### src/rtl/spi_pkg.sv
// spi_pkg: shared state encoding, SPI mode constants and default counts for the CS sequencer.
package spi_pkg;
    typedef enum logic [2:0] {IDLE = 3'd0, SETUP, ACTIVE, HOLD, GAP, CONT} cs_state_t;
    localparam bit CPHA_LEAD  = 1'b0;
    localparam bit CPHA_TRAIL = 1'b1;
    localparam bit CPOL_LOW   = 1'b0;
    localparam bit CPOL_HIGH  = 1'b1;
    localparam int DEF_SETUP  = 2;
    localparam int DEF_HOLD   = 1;
    localparam int DEF_GAP    = 3;
endpackage

### src/rtl/spi_cs_sync.sv
// spi_cs_sync: 2-flop synchroniser for the external select pin, resets to the inactive (high) level.
module spi_cs_sync (
    input  logic prescale_clk,
    input  logic rst,
    input  logic d,
    output logic q
);
    logic meta;
    always_ff @(posedge prescale_clk)
        if (rst) {q, meta} <= 2'b11;
        else     {q, meta} <= {meta, d};
endmodule

### src/rtl/spi_cs_sequencer.sv
// spi_cs_sequencer: multi-CS SPI select sequencer (setup/hold/gap, CPHA lead) plus slave-select sync.
// Define SPI_CS_BURST_EN to add keep_cs and the CONT state for back-to-back transfers on one select.
module spi_cs_sequencer
    import spi_pkg::*;
#(
    parameter int NUM_CS = 4,
    parameter int CNT_W  = 8,
    parameter int SEL_W  = (NUM_CS > 1) ? $clog2(NUM_CS) : 1
) (
    input  logic              prescale_clk,
    input  logic              rst,
    input  logic              master_slave,
    input  logic              start,
    input  logic [SEL_W-1:0]  cs_sel,
    input  logic              cpha,
    input  logic              cpol,
    input  logic [CNT_W-1:0]  setup_cycles,
    input  logic [CNT_W-1:0]  hold_cycles,
    input  logic [CNT_W-1:0]  gap_cycles,
    input  logic              transfer_done,
    input  logic              cs_in,
`ifdef SPI_CS_BURST_EN
    input  logic              keep_cs,
`endif
    output logic [NUM_CS-1:0] cs_n,
    output logic              start_transfer,
    output logic              sclk_idle_lvl,
    output logic              busy,
    output logic              done,
    output logic              sel_err,
    output logic              slave_enable
);
    cs_state_t        state, nxt;
    logic [CNT_W:0]   cnt, cnt_d;
    logic [SEL_W-1:0] sel_q, sel_d;
    logic             lvl_d, st_d, done_d, err_d, cs_sync, sel_ok;
    localparam logic [CNT_W:0] ONE = {{CNT_W{1'b0}}, 1'b1};

    assign sel_ok = int'(cs_sel) < NUM_CS;

    spi_cs_sync u_sync (.prescale_clk(prescale_clk), .rst(rst), .d(cs_in), .q(cs_sync));

    always_comb begin
        nxt    = state;
        cnt_d  = cnt;
        sel_d  = sel_q;
        lvl_d  = sclk_idle_lvl;
        st_d   = 1'b0;
        done_d = 1'b0;
        err_d  = 1'b0;
        case (state)
            IDLE: begin
                err_d = start && !sel_ok;
                if (start && master_slave && sel_ok) begin
                    nxt   = SETUP;
                    cnt_d = {1'b0, setup_cycles} + {{CNT_W{1'b0}}, cpha};
                    sel_d = cs_sel;
                    lvl_d = cpol;
                end
            end
            SETUP:
                if (cnt == '0) begin
                    nxt  = ACTIVE;
                    st_d = 1'b1;
                end else cnt_d = cnt - ONE;
            ACTIVE:
                if (transfer_done) begin
                    nxt   = HOLD;
                    cnt_d = {1'b0, hold_cycles};
`ifdef SPI_CS_BURST_EN
                    if (keep_cs) begin
                        nxt    = CONT;
                        done_d = 1'b1;
                    end
`endif
                end
            HOLD:
                if (cnt == '0) begin
                    nxt   = GAP;
                    cnt_d = {1'b0, gap_cycles};
                end else cnt_d = cnt - ONE;
            GAP:
                if (cnt == '0) begin
                    nxt    = IDLE;
                    done_d = 1'b1;
                end else cnt_d = cnt - ONE;
`ifdef SPI_CS_BURST_EN
            // Same select restarts immediately; anything else closes the burst and drops the start.
            CONT:
                if (start && cs_sel == sel_q) begin
                    nxt  = ACTIVE;
                    st_d = 1'b1;
                end else if (start || !keep_cs) begin
                    nxt   = HOLD;
                    cnt_d = {1'b0, hold_cycles};
                end
`endif
            default: nxt = IDLE;
        endcase
    end

    always_ff @(posedge prescale_clk)
        if (rst) begin
            state          <= IDLE;
            cnt            <= '0;
            sel_q          <= '0;
            cs_n           <= '1;
            start_transfer <= 1'b0;
            busy           <= 1'b0;
            done           <= 1'b0;
            sel_err        <= 1'b0;
            sclk_idle_lvl  <= 1'b0;
            slave_enable   <= 1'b0;
        end else begin
            state          <= nxt;
            cnt            <= cnt_d;
            sel_q          <= sel_d;
            cs_n           <= (nxt == SETUP || nxt == ACTIVE || nxt == HOLD || nxt == CONT) ?
                              ~(NUM_CS'(1) << sel_d) : '1;
            start_transfer <= st_d;
            busy           <= nxt != IDLE && nxt != CONT;
            done           <= done_d;
            sel_err        <= err_d;
            sclk_idle_lvl  <= lvl_d;
            slave_enable   <= !master_slave && !cs_sync;
        end
endmodule
### config.mk
export PLATFORM = sky130hd
export DESIGN_NAME = spi_cs_sequencer
export DESIGN_NICKNAME = d
export VERILOG_FILES = /design/src/rtl/spi_pkg.sv /design/src/rtl/spi_cs_sync.sv /design/src/rtl/spi_cs_sequencer.sv
export SDC_FILE = /design/constraint.sdc
export NUM_CORES = 1
export LEC_CHECK = 0
export CAP_MARGIN = 15
export CELL_PAD_IN_SITES_DETAIL_PLACEMENT = 0
export CELL_PAD_IN_SITES_GLOBAL_PLACEMENT = 1
export CORE_ASPECT_RATIO = 2
export CORE_MARGIN = 5
export CORE_UTILIZATION = 32
export CTS_BUF_LIST = sky130_fd_sc_hd__clkbuf_16
export CTS_CLUSTER_SIZE = 25
export DETAILED_ROUTE_END_ITERATION = 12
export PLACE_DENSITY = 0.78
export SLEW_MARGIN = 20
export SYNTH_ARGS = -nofsm -noshare
export SYNTH_HDL_FRONTEND = slang
export SYNTH_SLANG_ARGS = --single-unit
### constraint.sdc
create_clock -name prescale_clk -period 1.9 [get_ports prescale_clk]
set_input_delay 0.38 -clock prescale_clk [delete_from_list [all_inputs] [get_ports prescale_clk]]
set_output_delay 0.38 -clock prescale_clk [all_outputs]
set_load 0.02 [all_outputs]
; Yosys cells after proc, flatten, opt, wreduce, memory -nomap -nowiden
; Index checks and enable logic that the tools add are counted.
[word_totals]
reg_bits = 25
inputBits = 34
out_inout_bits = 10
elab_cells = 62
[op_classes]
add_sub_neg = 2
eq_ne = 12
shift = 1
n_mux = 14
n_bitwise = 4
n_reduce_logical = 18
[ops]
columns = op, n
row1 = 9-bit 2-to-1 mux, 4
row2 = 9-bit case mux with 4 select lines, 1
row3 = 3-bit 2-to-1 mux, 5
row4 = 3-bit case mux with 5 select lines, 1
row5 = 3-bit by 2-bit equality test with 1-bit output (second input constant), 4
row6 = 8-bit by 1-bit adder with 9-bit output, 1
row7 = 9-bit zero test, 1
row8 = 9-bit by 1-bit subtractor with 9-bit output (second input constant), 1
row9 = 2-bit OR reduction, 4
row10 = 3-bit by 1-bit equality test with 1-bit output (second input constant), 2
row11 = 3-bit equality test (second input constant), 2
row12 = 2-bit != test (second input constant), 3
row13 = 2-bit 2-to-1 mux, 2
row14 = 4-bit inverter, 1
row15 = 4-bit AND reduction, 1
row16 = 4-bit nonzero test, 1
row17 = 1-bit by 2-bit left shift with 4-bit output (first input constant), 1
row18 = 1-bit logical AND, 3
row19 = 3-bit zero test, 1
row20 = 1-bit logical OR, 3
row21 = 3-bit != test (second input constant), 1
row22 = 1-bit inverter, 3
row23 = 3-bit nonzero test, 1
row24 = 1-bit zero test, 2
row25 = other kinds (2), 2

; Longest topological paths before layout
; Gate-level depths: netlist (run 1).
[depth]
word_depth = 9
depth_mapped = 8
mapped_depth_nobuf = 7

; Hierarchy
; From an unflattened synthesis (run 1), not the netlist that was laid out.
[unflattened]
hier_cells = 205
hier_area_um2 = 1695.4
[modules_own_cells]
columns = module, n_inst, cells_each, area_each_um2, seq_area_each_um2
row1 = spi_cs_sequencer, 1, 201, 1642.8, 460.4
row2 = spi_cs_sync, 1, 4, 52.6, 40.0

; Least setup slack after synthesis (run 1)
; Ideal clock, no wire load.
[synth_timing]
path_kind = register to register
start = register cnt[4]
end = register cnt[6]
setup_ps = 117
arrival_time_ps = 1900
t_required_ps = 1783
slack_ps = -118
stages_incl_launch_ff = 9
n_path_buf = 3
period_less_slack_ps = 2018
path_cell_list = dfxtp_1 buf_6 or4_4 buf_6 a2111oi_4 or2_1 buf_6 nor2_2 a32o_1
[synth_via]
elab_chain_cells = 3
elab_cells_between_ends = 7
cone_classes = add/sub (1) / eq/ne (1) / mux (3) / reduce/logical (2)
[synth_rtl]
columns = element, line_no
row1 = from (decl), spi_cs_sequencer.sv:34  ; logic [CNT_W:0] cnt, cnt_d;
row2 = from (signal assigned), spi_cs_sequencer.sv:116  ; cnt <= cnt_d;
row3 = 9-bit by 1-bit subtractor with 9-bit output or 9-bit zero test (tied branches), -
row4 = 9-bit 2-to-1 mux (tied with other cells), "spi_cs_sequencer.sv:62, spi_cs_sequencer.sv:83"
row5 = 9-bit case mux with 4 select lines or 4-bit AND reduction (tied branches), -
; Parallel ways exist; a longest one is shown, timed or not. The select of a mux whose other input is x is not followed.
; A chain may end at the register's enable or synchronous reset.

; Final worst setup path (run 1)
[layout_timing]
start = register cnt[1]
end = register cnt[2]
; Same word-level chain as after synthesis.

==> key figures, run 1 <==
Clock tree
  • Number of buffers on the longest clock path: 2
  • Sinks on Clock Net: 25
  • Clk slew on worst S/H paths: roughly 60 ps
  • Number of levels the H-tree was split into: 1
  • CTS buffer count: 3
  • TritonCTS clock tree: built
  • Post-cts hold buffer count: 0
  • Clock latency reported for the late side of the worst-skew pair: around 260 ps
  • Clock tree root driver cell: sky130_fd_sc_hd__clkbuf_16

Cells and area
  • Ratio of cells with drive above 1 in the final layout: 29.5%
  • Combined area of the multi-input logic cells: about 1100 um2
  • Combined flip-flop and latch cell area: 503 um2
  • Layout Utilization: between 50% and 60%
  • Commonest non-fill, non-tap cells in the layout: sky130_fd_sc_hd__buf_4, sky130_fd_sc_hd__clkdlybuf4s50_1, sky130_fd_sc_hd__dfxtp_1
  • Post-layout net count: 327
  • Most common library cell in the layout ignoring fill and taps: sky130_fd_sc_hd__buf_4
  • Area overhead of the layout relative to synthesis: 58.6%
  • ANT cells: 0
  • Filler cell count: 522

Status
  • Failing checks: setup timing
  • Run status: complete, but fails checks

Worst setup path
  • Crit-path leading delay family: compound AO/OA/AOI/OAI gates
  • Total number of cells along the worst setup path: 7
  • Capture point of the worst path: cnt[2]
  • Slowest cell on crit path: sky130_fd_sc_hd__or4b_4
  • Number of buffer and inverter instances along the worst setup path: 1
  • Type of element capturing the critical path: flip-flop
  • Path type of the worst setup path: flip-flop to flip-flop
  • WP data arrival: about 2200 ps
  • Startpoint type of the worst setup path: flip-flop
  • Worst reg2reg path depth: 7
  • CP Max Fanout: 6
  • Worst EP required: 2060 ps
  • Timing startpoint of the critical path: cnt[1]
  • Endpoint of the most critical register-to-register path: cnt[2]
  • Critical Path, Cell by Cell: inv_2 -> ha_4 -> or4b_4 -> a2111oi_4 -> nor2_2 -> o221a_2 -> a221oi_2
  • Startpoint of the worst-slack reg-to-reg timing path: cnt[1]
  • Slowest stage delay, CP: 500 ps
  • Internal reg-to-reg setup slack: -100 ps

Floorplan
  • I/O pins: 44
  • Standard-cell row count: 37
  • Effective utilization at floorplan: 32.5%
  • Die span in x: about 61 um
  • Floorplan Core Area: 5090 um2
  • DIE AREA: between 6000 and 7000 um2
  • Overall die height: ~110 um

Detailed routing
  • Detailed-route wire length: between 5 and 6 mm
  • Number of DRC violations after detailed routing: 0
  • Via count: 1822
  • Number of violations reported at the end of detailed-routing iteration 0: 75
  • Antenna Nets Post-Route: 0
  • Number of vias per cell after detailed routing: 5.27
  • Average wire per standard cell: between 15 and 20 um
  • Pre-antenna DRT Iters: 4

Synthesis
  • Proportion of netlist area held by the largest area contributor: approximately 30%
  • Ranking of synthesized cells by area: sky130_fd_sc_hd__dfxtp_1, sky130_fd_sc_hd__a21oi_1, sky130_fd_sc_hd__nand2_1
  • Synth Net Count: around 240
  • Number of synthesized flops with an enable pin: 0
  • Post-synthesis sequential area ratio: around 30%
  • Cell accounting for the most synthesized area: sky130_fd_sc_hd__dfxtp_1
  • Cell area after technology mapping: 1660 um2
  • Number of warnings printed during yosys synthesis: 0
  • Number of cells produced by synthesis: between 200 and 250
  • Total of flip-flops plus latches after synthesis: 25
  • Asr flop ratio synth: 0%
  • Most frequently used flop master after synthesis: sky130_fd_sc_hd__dfxtp_1
  • Mean instance size in the synthesized netlist: about 8 um2
  • Count of different cell masters after synthesis: 54

STA
  • RSZ-0062 raised after global routing: true
  • Final hold vios: 0
  • Setup violations, final: 6
  • Setup ws final: -98.4 ps
  • Clk_skew: 2.21 ps
  • Summed negative setup slack over all endpoints: -287 ps
  • Fmax achieved: between 500 and 600 MHz
  • Shortest clock period the worst path allows after layout: approximately 2000 ps
  • Portion of the clock cycle consumed by the worst path in the final layout: 105%
  • Number of slew-limit violations in the final report: 0

Place
  • Final weighted congestion of routability-driven global placement: ~0.90
  • Buffers on Ports: 42
  • Post-detail-place hpwl: ~4.5 mm

Global routing
  • Largest net degree at the start of global routing: 26
  • Via count of the first global-routing pass: between 1500 and 2000
  • Gr usage total: 17.1%
  • Initial antenna violation count: 0
  • Wire length of the first global-routing pass: ~8.8 mm
  • Overall overflow remaining after global route: 0

Power
  • Total power per unit cell area: about 1200 nW/um2
  • Worst VDD drop: roughly 730 uV
  • Leakage power summed over all cells: ~1.1 nW

Job
  • Max Cap Violations: 0

Worst hold path
  • Path class of the lowest-slack min-delay path: flip-flop to flip-flop
-- cell usage after synthesis (all sizes together), types with 3 or more instances --
cell type   n
or2         4
clkbuf      9
a21oi      15
mux2i       3
inv         5
nor2       15
ha          4
o21ai       9
nor3        6
nor2b       4
or3b        3
nand2      20
a31oi       4
o211ai      5
dfxtp      25
a22o        3
xor2        6
buf         5
a21o        6
or3         5
nand3       8
nand2b      6
-- metal layers --
metal,share of wire [%],track usage [%]
met1,34,16.3
met2,56,32.2
met3,3.3,1.86
met4,6.0,9.84
met5,0,0
-- cell families (layout without fill, tap and decap cells) --
| logic type | count (synthesis) | after routing | share of synthesized area, % |
|---|---|---|---|
| AOI/OAI and AO/OA | 61 | 61 | 26.9 |
| xor gates and xnor gates | 7 | 7 | 3.70 |
| adders and majority gates | 4 | 4 | 3.02 |
| buffers and inverters | 19 | 102 | 5.97 |
| DFF | 25 | 25 | 30.2 |
| muxes | 3 | 3 | 1.81 |
| other | 1 | 1 | 0.226 |
| and+or+nand+nor | 85 | 85 | 28.2 |
-- sequential cells by signal (all words and copies together) (netlist names) --
name and count:
cnt 9, cs_n 4, state 3, sel_q 2
busy 1, done 1, sclk_idle_lvl 1, slave_enable 1
start_transfer 1, u_sync.meta 1, u_sync.q 1
-- power breakdown --
part	internal, mW	total (mW)	switching [mW]
Clock	0.283	0.468	0.184
Combinational	1.04	2.06	1.02
Sequential	0.618	0.678	0.0599
-- metrics by stage --
stage	std cells	instance area, um2	worst slack [ps]	power [mW]	hold slack, ps
after floorplan	205	1680	-44.6	1.73	373
after global placement	340	2470	-220	2.55	395
after detailed placement	340	2470	-276	2.58	400
after CTS	345	2590	-99.0	3.14	411
after global routing	346	2630	-177	3.43	423
final	346	2630	-98.4	3.21	402
-- how the worst min path moves through the flow --
stage / from / to / slack, ps / depth (start not counted)
2_1_floorplan: u_sync.q / slave_enable / 370 / 1
3_3_place_gp: u_sync.q / slave_enable / 400 / 1
3_5_place_dp: u_sync.q / slave_enable / 400 / 1
4_1_cts: u_sync.q / slave_enable / 410 / 1
5_1_grt: u_sync.q / slave_enable / 420 / 1
6_report: u_sync.q / slave_enable / 400 / 1
-- layout make-up --
| class | count | area share (%) |
|---|---|---|
| Multi-Input combinational cell | 161 | 42.7 |
| Timing Repair Buffer | 93 | 31.6 |
| Tap cell | 58 | 2.76 |
| Sequential cell | 25 | 19.1 |
| Inverter | 5 | 0.714 |
| Clock buffer | 3 | 2.86 |
| Clock inverter | 1 | 0.190 |
-- timing repair --
action                                  4_1_cts  5_1_grt
endpoints found under the hold margin         0        0
endpoints found under the setup margin       10       10
buffers inserted                              1        1
gates resized for setup                       9       10
pin swaps                                     5        7
Note: power is estimated with default switching activity, not from simulation.
==> run 2: changes to the inputs <==
SLEW_MARGIN = not set   (was 20)
==> results of run 2 <==
Same layout as run 1: the final DEF is identical, and so are final timing and power.
==> run 3: changes to the inputs <==
CORE_UTILIZATION = 38   (was 32)
CTS_CLUSTER_SIZE = 12   (was 25)
PLACE_DENSITY = 0.86   (was 0.78)
clock period = 2.3 ns   (was 1.9 ns; I/O delays follow)
==> run 3 against run 2 <==
Effect of this change: the run now ends clean; global-route usage grew 2.0 points; combinational power shrank 40%; highest routed layer unchanged; register-to-register slack gained 240 ps; total power shrank 31%; clock skew grew 1.6 ps; critical path depth is the same.
==> key figures, run 3 (synthesized netlist as in run 1, its figures left out) <==
Place
  • Post-detail-place hpwl: 4.14 mm (-8.6%)
  • Final weighted congestion of routability-driven global placement: 0.896 (-0.55%)
  • Cell Area, Placed: 2210 um2 (-11%)
  • Placement Setup Slack: -8.93 ps (+267 ps)
  • Buffers on Ports: 42 (unchanged)

Global routing
  • Overall overflow remaining after global route: 0 (unchanged)
  • Initial antenna violation count: 0 (unchanged)
  • Via count of the first global-routing pass: 1844 (-6.4%)
  • Wire length of the first global-routing pass: 8.47 mm (-4.0%)
  • Largest net degree at the start of global routing: 21 (-19%)
  • Gr usage total: 19.1% (+2.0 points)

Worst setup path
  • CP Max Fanout: 7 (+1)
  • WP data arrival: 2320 ps (+160 ps)
  • Worst EP required: 2470 ps (+410 ps)
  • Startpoint type of the worst setup path: flip-flop
  • Type of element capturing the critical path: flip-flop
  • Path type of the worst setup path: flip-flop to flip-flop

Cells and area
  • Combined area of the multi-input logic cells: 1060 um2 (-5.6%)
  • ANT cells: 0 (unchanged)
  • Ratio of cells with drive above 1 in the final layout: 13.7% (-16 points)
  • Cell area after layout: 2290 um2 (-13%)
  • Post-layout net count: 294 (-10%)
  • Biggest register: cnt
  • Flip-flop count of the largest register, all copies and words added: 9 (unchanged)
  • Layout Utilization: 53.4% (+1.8 points)
  • Most common library cell in the layout ignoring fill and taps: sky130_fd_sc_hd__clkdlybuf4s50_1
  • Leading registers by flop count: cnt x9, cs_n x4, state x3
  • Commonest non-fill, non-tap cells in the layout: sky130_fd_sc_hd__clkdlybuf4s50_1, sky130_fd_sc_hd__dfxtp_1, sky130_fd_sc_hd__nand2_1
  • Area overhead of the layout relative to synthesis: 38.4%
  • Filler cell count: 447 (-14%)
  • Combined flip-flop and latch cell area: 500 um2 (-0.50%)

Detailed routing
  • Number of DRC violations after detailed routing: 0 (unchanged)
  • Number of vias per cell after detailed routing: 5.58 (+6.0%)
  • Pre-antenna DRT Iters: 4 (unchanged)
  • Via count: 1725 (-5.3%)
  • Average wire per standard cell: 16.9 um (+6.4%)
  • Detailed-route wire length: 5.22 mm (-5.0%)
  • Antenna Nets Post-Route: 0 (unchanged)
  • Number of violations reported at the end of detailed-routing iteration 0: 40 (-47%)

Worst hold path
  • Path class of the lowest-slack min-delay path: flip-flop to flip-flop

Floorplan
  • Overall die height: 103 um (-7.5%)
  • Standard-cell row count: 34 (-8.1%)
  • I/O pins: 44 (unchanged)
  • DIE AREA: 5860 um2 (-14%)
  • Die span in x: 56.7 um (-6.9%)
  • Effective utilization at floorplan: 38.6% (+6.0 points)
  • Floorplan Core Area: 4300 um2 (-16%)

Clock tree
  • Number of levels the H-tree was split into: 1 (unchanged)
  • Clk slew on worst S/H paths: 60 ps (about the same)
  • CTS buffer count: 3 (unchanged)
  • TritonCTS clock tree: built
  • Clock latency reported for the late side of the worst-skew pair: 260 ps (about the same)
  • Sinks on Clock Net: 25 (unchanged)
  • Post-cts hold buffer count: 0 (unchanged)
  • Post-CTS setup buffers: 0 (-1)
  • Gates resized, CTS repair: 1 (-8)
  • Clock tree root driver cell: sky130_fd_sc_hd__clkbuf_16
  • Number of buffers on the longest clock path: 2 (unchanged)

STA
  • RSZ-0062 raised after global routing: false
  • Summed negative setup slack over all endpoints: 0 ps (+287 ps)
  • Final hold vios: 0 (unchanged)
  • Shortest clock period the worst path allows after layout: 2160 ps (+159 ps)
  • Clk_skew: 3.79 ps (+1.59 ps)
  • Number of slew-limit violations in the final report: 0 (unchanged)
  • Setup violations, final: 0 (-6)
  • Fmax achieved: 464 MHz (-7.4%)
  • Worst hold slack: 394 ps (-8.35 ps)
  • Portion of the clock cycle consumed by the worst path in the final layout: 93.8% (-11 points)
  • Setup ws final: 143 ps (+241 ps)

Status
  • Run status: finished, final reports clean

Job
  • Max Cap Violations: 0 (unchanged)

Power
  • Worst VDD drop: 560 uV (-24%)
  • Total power per unit cell area: 963 nW/um2 (-21%)
  • Leakage power summed over all cells: 0.909 nW (-17%)
## run 3: power by group
| group | switching (mW) | leakage, nW | internal (mW) | total (mW) |
|---|---|---|---|---|
| Clock | 0.157 | 0.0423 | 0.233 | 0.390 |
| Combinational | 0.677 | 0.662 | 0.562 | 1.24 |
| Sequential | 0.0709 | 0.205 | 0.509 | 0.580 |
| Total | 0.905 | 0.909 | 1.30 | 2.21 |
## run 3: worst paths after layout
check | startpoint | end | slack (ps) | cells past startpoint
min | u_sync.q | slave_enable | 390 | 1
min reg2reg | u_sync.q | slave_enable | 390 | 1
max reg2reg | cnt[1] | cnt[1] | 140 | 7
max | cnt[1] | cnt[1] | 140 | 7
## run 3: worst max-delay path: stages (launching register included)
cell                        delay, ps
sky130_fd_sc_hd__dfxtp_1          320
sky130_fd_sc_hd__inv_1            100
sky130_fd_sc_hd__ha_1             170
sky130_fd_sc_hd__or4b_1           580
sky130_fd_sc_hd__a2111oi_4        290
sky130_fd_sc_hd__nor2_1           200
sky130_fd_sc_hd__or3_1            340
sky130_fd_sc_hd__o41ai_1           60
## run 3: stage by stage
| stage | power, mW | instances |
|---|---|---|
| global placement | 1.80 | 305 |
| global route | 2.37 | 309 |
| floorplan | 1.40 | 205 |
| detailed placement | 1.81 | 305 |
| CTS | 2.22 | 309 |
| finish | 2.21 | 309 |
## run 3: final cells by class
cell class                 instances  area share [%]
inverter                           5           0.818
sequential                        25            21.8
clock buffer                       3            3.27
tap                               54            2.95
timing repair buffer              60            24.8
clock inverter                     1           0.164
multi-input combinational        161            46.2
## run 3: metal layers
layer | wire, um | track usage, %
met1 | 1830 | 17.9
met2 | 2920 | 37.3
met3 | 248 | 3.48
met4 | 218 | 11.3
met5 | 0 | 0
